[src/rtl/tablero_buscaminas.sv]
// Minesweeper board controller: places mines from a free-running LFSR, moves a
// cursor, reveals/flags cells and counts the mines around each safe reveal.
module tablero_buscaminas #(
  parameter int          BOMBS     = 10,
  parameter logic [15:0] LFSR_SEED = 16'hACE1
) (
  input  logic        clk,
  input  logic        rst,
  input  logic        start_game,
  input  logic        btn_up,
  input  logic        btn_down,
  input  logic        btn_left,
  input  logic        btn_right,
  input  logic        btn_reveal,
  input  logic        btn_flag,
  output logic        bomb,
  output logic        win,
  output logic        play,
  output logic        ready,
  output logic [2:0]  cursor_x,
  output logic [2:0]  cursor_y,
  output logic [63:0] revealed_map,
  output logic [63:0] flag_map,
  output logic [63:0] bomb_map,
  output logic [3:0]  adj_count,
  output logic        adj_valid,
  output logic [2:0]  state_dbg
);

  typedef enum logic [2:0] {
    S_IDLE  = 3'd0,
    S_PLACE = 3'd1,
    S_PLAY  = 3'd2,
    S_COUNT = 3'd3,
    S_DONE  = 3'd4
  } state_t;

  state_t      state, state_nx;
  logic [15:0] lfsr;
  logic [6:0]  placed;
  logic [6:0]  safe_cnt;
  logic [3:0]  scan;
  logic [3:0]  acc;

  logic [5:0]  cur_idx;
  logic        reveal_ok;
  logic        last_safe;
  logic        place_new;
  logic        place_done;
  logic [3:0]  dx, dy, nx, ny;
  logic        nb_mine;

  assign cur_idx    = {cursor_y, cursor_x};
  assign reveal_ok  = btn_reveal && !revealed_map[cur_idx] && !flag_map[cur_idx];
  assign last_safe  = (safe_cnt + 7'd1) == 7'(64 - BOMBS);
  assign place_new  = !bomb_map[lfsr[5:0]];
  assign place_done = place_new && ((placed + 7'd1) == 7'(BOMBS));
  assign ready      = (state == S_PLAY);
  assign state_dbg  = state;

  // Neighbour offsets in scan order NW, N, NE, W, E, SW, S, SE; 4'hF is -1.
  // A coordinate that leaves 0..7 sets bit 3, which marks the cell off-board.
  always_comb begin
    dx = 4'h0;
    dy = 4'h0;
    case (scan[2:0])
      3'd0: begin dx = 4'hF; dy = 4'hF; end
      3'd1: begin dx = 4'h0; dy = 4'hF; end
      3'd2: begin dx = 4'h1; dy = 4'hF; end
      3'd3: begin dx = 4'hF; dy = 4'h0; end
      3'd4: begin dx = 4'h1; dy = 4'h0; end
      3'd5: begin dx = 4'hF; dy = 4'h1; end
      3'd6: begin dx = 4'h0; dy = 4'h1; end
      default: begin dx = 4'h1; dy = 4'h1; end
    endcase
    nx      = {1'b0, cursor_x} + dx;
    ny      = {1'b0, cursor_y} + dy;
    nb_mine = !nx[3] && !ny[3] && bomb_map[{ny[2:0], nx[2:0]}];
  end

  always_comb begin
    state_nx = state;
    case (state)
      S_IDLE:  if (start_game) state_nx = S_PLACE;
      S_PLACE: begin
        if (!start_game)     state_nx = S_IDLE;
        else if (place_done) state_nx = S_PLAY;
      end
      S_PLAY: begin
        if (!start_game) state_nx = S_IDLE;
        else if (reveal_ok)
          state_nx = (bomb_map[cur_idx] || last_safe) ? S_DONE : S_COUNT;
      end
      S_COUNT: begin
        if (!start_game)       state_nx = S_IDLE;
        else if (scan == 4'd8) state_nx = S_PLAY;
      end
      S_DONE:  if (!start_game) state_nx = S_IDLE;
      default: state_nx = S_IDLE;
    endcase
  end

  always_ff @(posedge clk) begin
    if (rst) begin
      state        <= S_IDLE;
      lfsr         <= LFSR_SEED;
      placed       <= '0;
      safe_cnt     <= '0;
      scan         <= '0;
      acc          <= '0;
      cursor_x     <= '0;
      cursor_y     <= '0;
      revealed_map <= '0;
      flag_map     <= '0;
      bomb_map     <= '0;
      adj_count    <= '0;
      adj_valid    <= 1'b0;
      bomb         <= 1'b0;
      win          <= 1'b0;
      play         <= 1'b0;
    end else begin
      lfsr      <= {lfsr[14:0], lfsr[15] ^ lfsr[13] ^ lfsr[12] ^ lfsr[10]};
      state     <= state_nx;
      play      <= 1'b0;
      bomb      <= 1'b0;
      win       <= 1'b0;
      adj_valid <= 1'b0;
      case (state)
        S_IDLE: if (start_game) begin
          revealed_map <= '0;
          flag_map     <= '0;
          bomb_map     <= '0;
          adj_count    <= '0;
          placed       <= '0;
          safe_cnt     <= '0;
          cursor_x     <= '0;
          cursor_y     <= '0;
        end
        S_PLACE: if (start_game && place_new) begin
          bomb_map[lfsr[5:0]] <= 1'b1;
          placed              <= placed + 7'd1;
        end
        // A reveal press owns the cycle even when the cell rejects it.
        S_PLAY: if (start_game) begin
          if (btn_reveal) begin
            if (reveal_ok) begin
              revealed_map[cur_idx] <= 1'b1;
              play                  <= 1'b1;
              if (bomb_map[cur_idx]) begin
                bomb         <= 1'b1;
                revealed_map <= revealed_map | bomb_map;
              end else if (last_safe) begin
                win <= 1'b1;
              end else begin
                safe_cnt <= safe_cnt + 7'd1;
                scan     <= '0;
                acc      <= '0;
              end
            end
          end else if (btn_flag) begin
            if (!revealed_map[cur_idx]) flag_map[cur_idx] <= !flag_map[cur_idx];
          end else if (btn_up) begin
            if (cursor_y != 3'd0) cursor_y <= cursor_y - 3'd1;
          end else if (btn_down) begin
            if (cursor_y != 3'd7) cursor_y <= cursor_y + 3'd1;
          end else if (btn_left) begin
            if (cursor_x != 3'd0) cursor_x <= cursor_x - 3'd1;
          end else if (btn_right) begin
            if (cursor_x != 3'd7) cursor_x <= cursor_x + 3'd1;
          end
        end
        S_COUNT: if (start_game) begin
          if (scan == 4'd8) begin
            adj_count <= acc;
            adj_valid <= 1'b1;
          end else begin
            acc  <= acc + {3'b000, nb_mine};
            scan <= scan + 4'd1;
          end
        end
        default: ;
      endcase
    end
  end

endmodule

[config.mk]
export PLATFORM = sky130hd
export DESIGN_NAME = tablero_buscaminas
export DESIGN_NICKNAME = d
export VERILOG_FILES = /design/src/rtl/tablero_buscaminas.sv
export SDC_FILE = /design/constraint.sdc
export NUM_CORES = 1
export LEC_CHECK = 0
export CAP_MARGIN = 20
export CELL_PAD_IN_SITES_DETAIL_PLACEMENT = 1
export CELL_PAD_IN_SITES_GLOBAL_PLACEMENT = 2
export CORE_MARGIN = 10
export CORE_UTILIZATION = 33
export CTS_BUF_LIST = sky130_fd_sc_hd__clkbuf_8 sky130_fd_sc_hd__clkbuf_16
export CTS_CLUSTER_DIAMETER = 80
export CTS_CLUSTER_SIZE = 28
export DETAILED_ROUTE_END_ITERATION = 8
export PLACE_DENSITY = 0.89
export SETUP_SLACK_MARGIN = 0.15
export SLEW_MARGIN = 10
export SYNTH_ARGS = -nofsm -noshare
export SYNTH_HDL_FRONTEND = slang
export SYNTH_SLANG_ARGS = --single-unit
[constraint.sdc]
create_clock -name clk -period 5.8 [get_ports clk]
set_clock_uncertainty 0.1 [all_clocks]
set_input_delay 0.87 -clock clk [delete_from_list [all_inputs] [get_ports clk]]
set_output_delay 0.87 -clock clk [all_outputs]
set_load 0.01 [all_outputs]
==> results of run 1 <==
cell usage in the layout (no fill, tap or decap), types with 11 or more instances in the layout:
master           instances
nand2_1                248
dfxtp_1                244
clkdlybuf4s50_1        218
a21oi_1                162
nor2_1                 113
nand3_1                 87
o32ai_1                 77
o21a_1                  66
a211oi_1                64
mux4_2                  43
buf_4                   39
inv_1                   35
mux2i_1                 32
ha_1                    18
mux2_2                  17
clkbuf_16               17
a22oi_1                 15
o21ai_0                 15
nor2b_1                 14
nor3_1                  13
nand4_1                 13
and3_1                  12
nand3b_1                12
nand2b_1                11
layer usage:
layer	share of wire (%)	vias to the layer above	routed length, um	global-route usage [%]
met3	8.0	173	5021	4.580
li1	-	6296	-	-
met2	46	677	28780	37.99
met4	4.3	0	2721	9.498
met5	0	-	0	0
met1	42	7226	26070	30.90
critical path, cell delays in order, from the launching register on:
cell,delay (ps)
dfxtp_1,490
inv_1,110
ha_1,250
nor2b_1,150
a211oi_1,600
nand2_1,130
ha_1,240
inv_1,70
fa_1,700
mux4_2,550
mux4_2,460
mux4_2,450
and3_1,180
ha_1,200
nand3_1,100
nor3_1,50
o21ai_0,220
a21oi_1,90
per-stage QoR:
stage	setup slack [ps]	cell area [um2]	utilization [%]	std cells
2_1_floorplan	768.0	13860	-	1645
3_3_place_gp	827.1	16440	39.38	2288
3_5_place_dp	576.8	16440	39.38	2288
4_1_cts	551.1	17030	40.77	2318
5_1_grt	216.9	17030	40.78	2319
6_report	523.7	17030	40.78	2319
cell type report:
type | count | share of cell area, %
Clock buffer | 17 | 2.498
Clock inverter | 13 | 0.9110
Inverter | 40 | 0.8816
Multi-Input combinational cell | 1204 | 47.98
Sequential cell | 247 | 29.09
Tap cell | 539 | 3.960
Timing Repair Buffer | 259 | 14.68
registers in the layout, indices dropped and copies added, names as in the netlist:
signal and cells:
placed 7, bomb_map 64, scan 4, cursor_y 3, bomb 1, cursor_x 3
play 1, adj_valid 1, state_dbg 3, revealed_map 64, adj_count 4, lfsr 16
safe_cnt 7, flag_map 64, win 1, acc 4
power groups by stage:
stage / Combinational (mW) / Clock [mW] / Sequential (mW)
detailed placement: 0.450 / 0 / 1.80
CTS: 0.453 / 1.37 / 1.76
global placement: 0.440 / 0 / 1.80
finish: 0.460 / 1.35 / 1.76
global route: 0.492 / 1.44 / 1.76
floorplan: 0.338 / 0 / 1.76
kinds of logic (layout without fill, tap and decap cells):
kind of cell / after synthesis / in the layout / synth area share, %
AND/OR/NAND/NOR: 592 / 592 / 20.39
adder cells (fa/ha/maj): 22 / 22 / 2.203
flip-flops: 247 / 247 / 35.67
buffers and inverters: 194 / 329 / 5.976
XOR/XNOR: 14 / 14 / 0.8847
AO/OA/AOI/OAI: 484 / 484 / 24.19
multiplexers: 92 / 92 / 10.68
final timing paths:
path	startpoint	endpoint	slack, ps	cells past startpoint
setup / recovery	scan[0]	acc[3]	520	17
hold / removal	lfsr[9]	lfsr[10]	320	1
setup reg to reg	scan[0]	acc[3]	520	17
hold reg to reg	lfsr[9]	lfsr[10]	320	1
==> impl_metrics.py, run 1 <==
metrics = {
    "grt": {
        "grt_pass1_vias": 14404,
        "antenna_found_initial": 0,
        "grt_overflow_total": 0,
        "grt_pass1_wl_mm": 93.86,
        "grtUsageTotal_pct": 23.76,
        "grt_max_degree": 80,
    },
    "min_path": {
        "hold_path_class": "reg -> reg",
    },
    "clock_network": {
        "ctsHoldBuffers": 0,
        "numCtsBuffers": 17,
        "clk_pin_slew_ps": 110,
        "cts-resized-gates": 0,
        "clkSinkCount": 247,
        "cts_tree": "yes",
        "h-tree-depth": 1,
        "cts_buffer_depth": 3,
        "cts-root-buf": "clkbuf_16",
        "cts_setup_buffers": 0,
        "clock_insertion_delay_worst_skew_ps": 540,
    },
    "yosys": {
        "yosysTopAreaCellShare_pct": 35.67,
        "synthArstFlopShare_pct": 0,
        "yosysMostFrequentCell": "nand2_1",
        "syn-num-nets": 1676,
        "yosysWarnings": 0,
        "syn_area_per_cell_um2": 8.426,
        "synth-main-ff-cell": "dfxtp_1",
        "ys_ff_latch": 247,
        "synth_cell_types": 77,
        "seq_area_frac_synth_pct": 35.67,
        "netlist_area_mm2": 0.01386,
        "netlist_instances": 1645,
        "synth_top_cells_by_count": "nand2_1, dfxtp_1, a21oi_1",
        "yosysTopAreaCell": "dfxtp_1",
        "synth-edff-count": 0,
        "synth.area.top_cells": "dfxtp_1, mux4_2, nand2_1",
    },
    "pwr": {
        "p_int_mw": 2.443,
        "power_frac_comb_pct": 12.9,
        "switching_share_pct": 31.62,
        "p_seq_share_pct": 49.3,
        "power.leakage_nw": 5.257,
        "p_sw_mw": 1.130,
        "p_per_area_mw_per_mm2": 209.8,
        "clkPwrFrac_pct": 37.9,
        "peakVddDrop_mv": 0.1517,
        "power_mw": 3.572,
    },
    "layout": {
        "nFillCells": 4898,
        "diodes": 0,
        "regArea_mm2": 0.004954,
        "fin_nets": 1800,
        "multi_input_area_mm2": 0.008172,
        "drive_above_1_share_pct": 10.22,
        "syn2layout_area_growth_pct": 22.87,
    },
    "sta": {
        "hold_viol": 0,
        "layout_min_cycle_time_ps": 5276,
        "hold_ws_ps": 321.9,
        "slew_headroom_pct": 15.40,
        "fin_crit_sh_pct": 90.97,
        "worst_pin_slew_ps": 1264,
        "fmax_ghz": 0.1895,
        "finalSetupViolations": 0,
        "fin_setup_tns_ps": 0,
        "maxSlewViolCount": 0,
        "rsz0062_at_grt": "no",
    },
    "route": {
        "routed_wl_mm": 62.59,
        "routed_via_density": 6.197,
        "drcViolationCount": 0,
        "avgRoutedWirePerCell_um": 26.99,
        "dr.pass1.iters": 5,
        "num_vias": 14372,
        "postRouteAntennaNets": 0,
        "drtIter0Drc": 1463,
    },
    "die": {
        "pin_count": 219,
        "chipWidth_um": 224.9,
        "initial_core_util_pct": 33.19,
        "fp.dieH_um": 224.9,
        "dieArea_mm2": 0.05060,
        "design.core.area_mm2": 0.04176,
        "core.rowCount": 75,
    },
    "outcome": {
        "status": "finished, final reports clean",
    },
    "placement": {
        "io_buffers": 218,
        "dp_hpwl_mm": 43.18,
        "gp_congestion": 0.8911,
    },
    "worst_setup_path": {
        "crit_type": "reg -> reg",
        "required_ps": 6110,
        "worstPathMaxFanout": 16,
        "critPathCaptureType": "flip-flop",
        "cp.arrival_ps": 5590,
        "start_kind": "flip-flop",
    },
    "run": {
        "drv_cap": 0,
    },
}
Power figures use the tool's default switching activity.
==> inputs of run 2 (changes only) <==
--- a/config.mk
+++ b/config.mk
@@ -14,8 +14,11 @@
 export CTS_CLUSTER_DIAMETER = 80
 export CTS_CLUSTER_SIZE = 28
 export DETAILED_ROUTE_END_ITERATION = 8
+export MAX_ROUTING_LAYER = met4
 export PLACE_DENSITY = 0.89
+export RECOVER_POWER = 100
 export SETUP_SLACK_MARGIN = 0.15
+export SKIP_CTS_REPAIR_TIMING = 1
 export SLEW_MARGIN = 10
 export SYNTH_ARGS = -nofsm -noshare
 export SYNTH_HDL_FRONTEND = slang
==> run 2 against run 1 <==
- the flow now finishes with violations (max-capacitance violations, max-slew violations)
- largest cell class unchanged
- sequential share of layout area increased by 0.15 points
- final cell count unchanged
- power decreased by 0.19%
- critical endpoint is now revealed_map[25]
- highest routed layer unchanged
==> impl_metrics.py, run 2 (same netlist as run 1, synthesis figures left out) <==
metrics = {
    "outcome": {
        "status": "finished, violations left",
        "violations": "max-capacitance violations, max-slew violations",
    },
    "clock_network": {
        "cts_buffer_depth": 3,
        "cts_tree": "yes",
        "cts-root-buf": "clkbuf_16",
        "clock_insertion_delay_worst_skew_ps": 540,
        "h-tree-depth": 1,
        "numCtsBuffers": 17,
        "clk_pin_slew_ps": 110,
        "clkSinkCount": 247,
    },
    "layout": {
        "drive_above_1_share_pct": 9.494,
        "final_cell_count_no_fill": 2319,
        "diodes": 0,
        "final_common_cell": "nand2_1",
        "layout_common_cells": "nand2_1, dfxtp_1, dlygate4sd3_1, a21oi_1, nor2_1",
        "fin_nets": 1800,
        "reg_top3": "bomb_map x64, flag_map x64, revealed_map x64",
        "postLayoutCoreUtil_pct": 40.57,
        "final_area_mm2": 0.01694,
        "syn2layout_area_growth_pct": 22.22,
    },
    "worst_setup_path": {
        "critPathCaptureType": "flip-flop",
        "rr_worst_depth": 9,
        "required_ps": 6170,
        "r2r_setup_slack_ps": 360,
        "timing.rr.end": "revealed_map[25]",
        "rr_startpoint": "cursor_x[0]",
        "worstPathMaxFanout": 36,
        "start_kind": "flip-flop",
        "crit_type": "reg -> reg",
        "cp.arrival_ps": 5810,
    },
    "min_path": {
        "hold_path_class": "reg -> reg",
        "worstHoldStart": "lfsr[9]",
        "hold_depth": 1,
        "hold_end": "lfsr[10]",
    },
    "pwr": {
        "peakVddDrop_mv": 0.1531,
        "p_sw_mw": 1.129,
        "power_frac_comb_pct": 12.7,
        "p_seq_share_pct": 49.3,
        "p_int_mw": 2.437,
        "power.leakage_nw": 5.972,
        "switching_share_pct": 31.66,
        "power_mw": 3.566,
        "p_per_area_mw_per_mm2": 210.5,
        "clkPwrFrac_pct": 38.0,
    },
    "grt": {
        "antenna_found_initial": 0,
        "grt_pass1_vias": 14412,
        "grt_max_degree": 80,
        "grtUsageTotal_pct": 24.39,
        "grt_overflow_total": 0,
        "grt_pass1_wl_mm": 93.72,
    },
    "run": {
        "drv_cap": 2,
    },
    "die": {
        "dieArea_mm2": 0.05060,
        "pin_count": 219,
        "design.core.area_mm2": 0.04176,
        "fp.dieH_um": 224.9,
        "initial_core_util_pct": 33.19,
        "chipWidth_um": 224.9,
        "core.rowCount": 75,
    },
    "route": {
        "drcViolationCount": 0,
        "wl_met1_mm": 26.73,
        "dr_wl_met2_mm": 28.58,
        "dr.pass1.iters": 5,
        "routed_via_density": 6.184,
        "postRouteAntennaNets": 0,
        "top_layer_used": "met4",
        "wl_met3_mm": 4.371,
        "avgRoutedWirePerCell_um": 26.94,
        "drtIter0Drc": 1515,
        "routed_wl_mm": 62.48,
        "num_vias": 14340,
    },
    "placement": {
        "dp_hpwl_mm": 43.18,
        "io_buffers": 218,
        "dp_slack_ps": 576.8,
        "dp.cells": 2288,
        "place_area_mm2": 0.01644,
        "gp_congestion": 0.9049,
    },
    "sta": {
        "fin_crit_sh_pct": 93.72,
        "slew_headroom_pct": -32.73,
        "fmax_ghz": 0.1840,
        "finalSetupViolations": 0,
        "rsz0062_at_grt": "no",
        "fin_setup_tns_ps": 0,
        "hold_viol": 0,
        "layout_min_cycle_time_ps": 5436,
        "setup_slack_ps": 364.1,
        "maxSlewViolCount": 120,
        "hold_ws_ps": 321.8,
        "worst_pin_slew_ps": 1991,
    },
}
==> run 2: cell types whose count changed in the layout (fill, tap and decap cells not counted), moves of 2 or more <==
cell	change
buf_2	+2
buf_4	-7
clkbuf_1	+3
clkbuf_2	+2
clkdlybuf4s50_1	-208
dlygate4sd3_1	+208
inv_1	+2
inv_2	-2
nor4b_2	+2
nor4b_4	-2
==> run 2: power groups by stage <==
stage	Combinational, mW	Sequential, mW	Clock, mW
2_1_floorplan	0.338	1.76	0
3_3_place_gp	0.440	1.80	0
3_5_place_dp	0.450	1.80	0
4_1_cts	0.453	1.76	1.37
5_1_grt	0.484	1.76	1.44
6_report	0.452	1.76	1.36
==> run 2: per-layer routing <==
layer,vias up,track usage (%)
met1,7163,31.43
met5,-,-
met2,696,37.93
met4,0,9.607
met3,179,3.552
li1,6302,-
==> run 2: how the worst max path moves through the flow <==
stage,start,endpoint,slack (ps)
2_1_floorplan,scan[0],acc[2],770
3_3_place_gp,scan[0],acc[2],830
3_5_place_dp,scan[0],acc[2],580
4_1_cts,scan[0],acc[2],550
5_1_grt,scan[0],acc[3],140
6_report,cursor_x[0],revealed_map[25],360
==> run 2: area by class of cell <==
type / instances / area, um2
clock inverter: 13 / 155.1
multi-input combinational: 1204 / 8105
fill: 4903 / 24820
timing repair buffer: 259 / 2479
inverter: 40 / 150.1
clock buffer: 17 / 425.4
sequential: 247 / 4952
tap: 539 / 674.4
==> run 2: worst max-delay path, stage by stage, from the launching register on <==
cell      delay [ps]
dfxtp_1         1180
clkinv_1         900
a221oi_1         540
o22ai_1          120
a221o_1          370
nor3_1           710
a21oi_4          460
buf_2            480
a211oi_1         320
o21a_1           150
==> inputs of run 3 (changes only) <==
==> constraint.sdc (replaced) <==
create_clock -name clk -period 5.8 [get_ports clk]
set_clock_uncertainty 0.1 [all_clocks]
set_input_delay 0.87 -clock clk [delete_from_list [all_inputs] [get_ports clk]]
set_output_delay 0.87 -clock clk [all_outputs]
set_load 0.1 [all_outputs]
==> run 3 against run 2 <==
- combinational power grew 10%
- the flow still finishes with violations (max-capacitance violations, max-slew violations)
- sequential share of layout area shrank 0.32 points
- utilization increased by 0.44 points
- global-route usage rose by 0.13 points
- sequential power is essentially flat
- sequential cell count is the same
- setup slack got worse by 98 ps
- power grew 4.9%
- register-to-register slack worse by 98 ps
- highest routed layer unchanged
- routed wire length grew 0.55%
- clock-buffer cell count is 2 higher
==> impl_metrics.py, run 3 (same netlist as run 1, synthesis figures left out) <==
metrics = {
    "outcome": {
        "status": "finished, violations left",
        "violations": "max-capacitance violations, max-slew violations",
    },
    "grt": {
        "grt_overflow_total": 0,
        "grtUsageTotal_pct": 24.52,
        "grt_pass1_vias": 14247,
        "grt_pass1_wl_mm": 93.54,
        "antenna_found_initial": 0,
        "grt_max_degree": 129,
    },
    "placement": {
        "dp.cells": 2286,
        "io_buffers": 218,
        "dp_hpwl_mm": 43.04,
        "gp_congestion": 0.9171,
        "dp_slack_ps": 476.1,
    },
    "layout": {
        "reg_top3": "bomb_map x64, flag_map x64, revealed_map x64",
        "syn2layout_area_growth_pct": 23.55,
        "final_common_cell": "nand2_1",
        "fin_nets": 1802,
        "layout_common_cells": "nand2_1, dfxtp_1, dlygate4sd3_1, a21oi_1, nor2_1",
        "drive_above_1_share_pct": 9.697,
        "final_cell_count_no_fill": 2324,
    },
    "pwr": {
        "peakVddDrop_mv": 0.1599,
        "power.leakage_nw": 6.056,
        "p_per_area_mw_per_mm2": 218.4,
        "power_mw": 3.740,
    },
    "die": {
        "dieArea_mm2": 0.05060,
        "fp.dieH_um": 224.9,
        "design.core.area_mm2": 0.04176,
        "pin_count": 219,
        "initial_core_util_pct": 33.19,
        "core.rowCount": 75,
        "chipWidth_um": 224.9,
    },
    "sta": {
        "setup_slack_ps": 265.8,
        "hold_viol": 0,
        "slew_headroom_pct": -104.6,
        "hold_ws_ps": 319.7,
        "fin_crit_sh_pct": 95.42,
        "fin_setup_tns_ps": 0,
        "finalSetupViolations": 0,
        "worst_pin_slew_ps": 3069,
        "fmax_ghz": 0.1807,
        "layout_min_cycle_time_ps": 5534,
        "maxSlewViolCount": 120,
        "rsz0062_at_grt": "no",
    },
    "route": {
        "drtIter0Drc": 1551,
        "routed_wl_mm": 62.82,
        "drcViolationCount": 0,
        "postRouteAntennaNets": 0,
        "num_vias": 14383,
        "dr.pass1.iters": 6,
        "avgRoutedWirePerCell_um": 27.03,
        "routed_via_density": 6.189,
    },
    "worst_setup_path": {
        "start_kind": "flip-flop",
        "required_ps": 6110,
        "crit_type": "reg -> reg",
        "worstPathMaxFanout": 49,
        "critPathCaptureType": "flip-flop",
        "cp.arrival_ps": 5850,
    },
    "min_path": {
        "hold_path_class": "reg -> reg",
    },
    "clock_network": {
        "h-tree-depth": 1,
        "cts_buffer_depth": 3,
        "clock_insertion_delay_worst_skew_ps": 550,
        "cts_tree": "yes",
        "numCtsBuffers": 19,
        "cts-root-buf": "clkbuf_16",
        "clkSinkCount": 247,
        "clk_pin_slew_ps": 90,
    },
    "run": {
        "drv_cap": 2,
    },
}
==> run 3: cell types whose count changed in the layout (fill, tap and decap cells not counted), sizes merged <==
cell,previous run,this run
clkdlybuf4s50,10,6
dlygate4sd3,208,212
diode,0,1
inv,45,47
clkbuf,23,24
buf,35,36
==> run 3: area by class of cell <==
type	count	area [um2]
fill	4827	24630
clock inverter	15	201.4
timing repair buffer	259	2522
tap	539	674.4
clock buffer	19	475.5
sequential	247	4951
antenna	1	2.502
inverter	40	150.1
multi-input combinational	1204	8148
==> run 3: path summary, 6_finish.rpt <==
check,start,to,slack [ps],cells after the start
setup reg to reg,cursor_x[2],revealed_map[25],270,10
setup / recovery,cursor_x[2],revealed_map[25],270,10
hold reg to reg,lfsr[14],lfsr[15],320,1
hold / removal,lfsr[14],lfsr[15],320,1
==> run 3: critical path: stages (launching register included) <==
cell	delay [ps]
dfxtp_2	1360
nand2b_1	730
o32ai_1	480
o31ai_1	100
nand4_1	310
nor4_1	170
a21oi_1	1110
buf_16	270
buf_4	390
a211oi_1	110
o21a_1	210
==> run 3: routing by layer <==
| layer | GRT usage [%] | routed length (um) | vias to the layer above |
|---|---|---|---|
| met2 | 38.28 | 28810 | 710 |
| met3 | 3.422 | 5010 | 161 |
| li1 | - | - | 6311 |
| met4 | 9.300 | 2567 | 0 |
| met5 | - | 0 | - |
| met1 | 31.69 | 26430 | 7201 |
==> run 3: through the flow <==
stage	cell area [um2]	util (%)
detailed placement	16430	39.34
global route	17120	41.00
global placement	16420	39.33
finish	17130	41.01
floorplan	13860	-
CTS	17100	40.96
==> run 3: power breakdown <==
part	internal (mW)	switching, mW
Sequential	1.71	0.0496
Combinational	0.141	0.357
Clock	0.671	0.812
Total	2.52	1.22
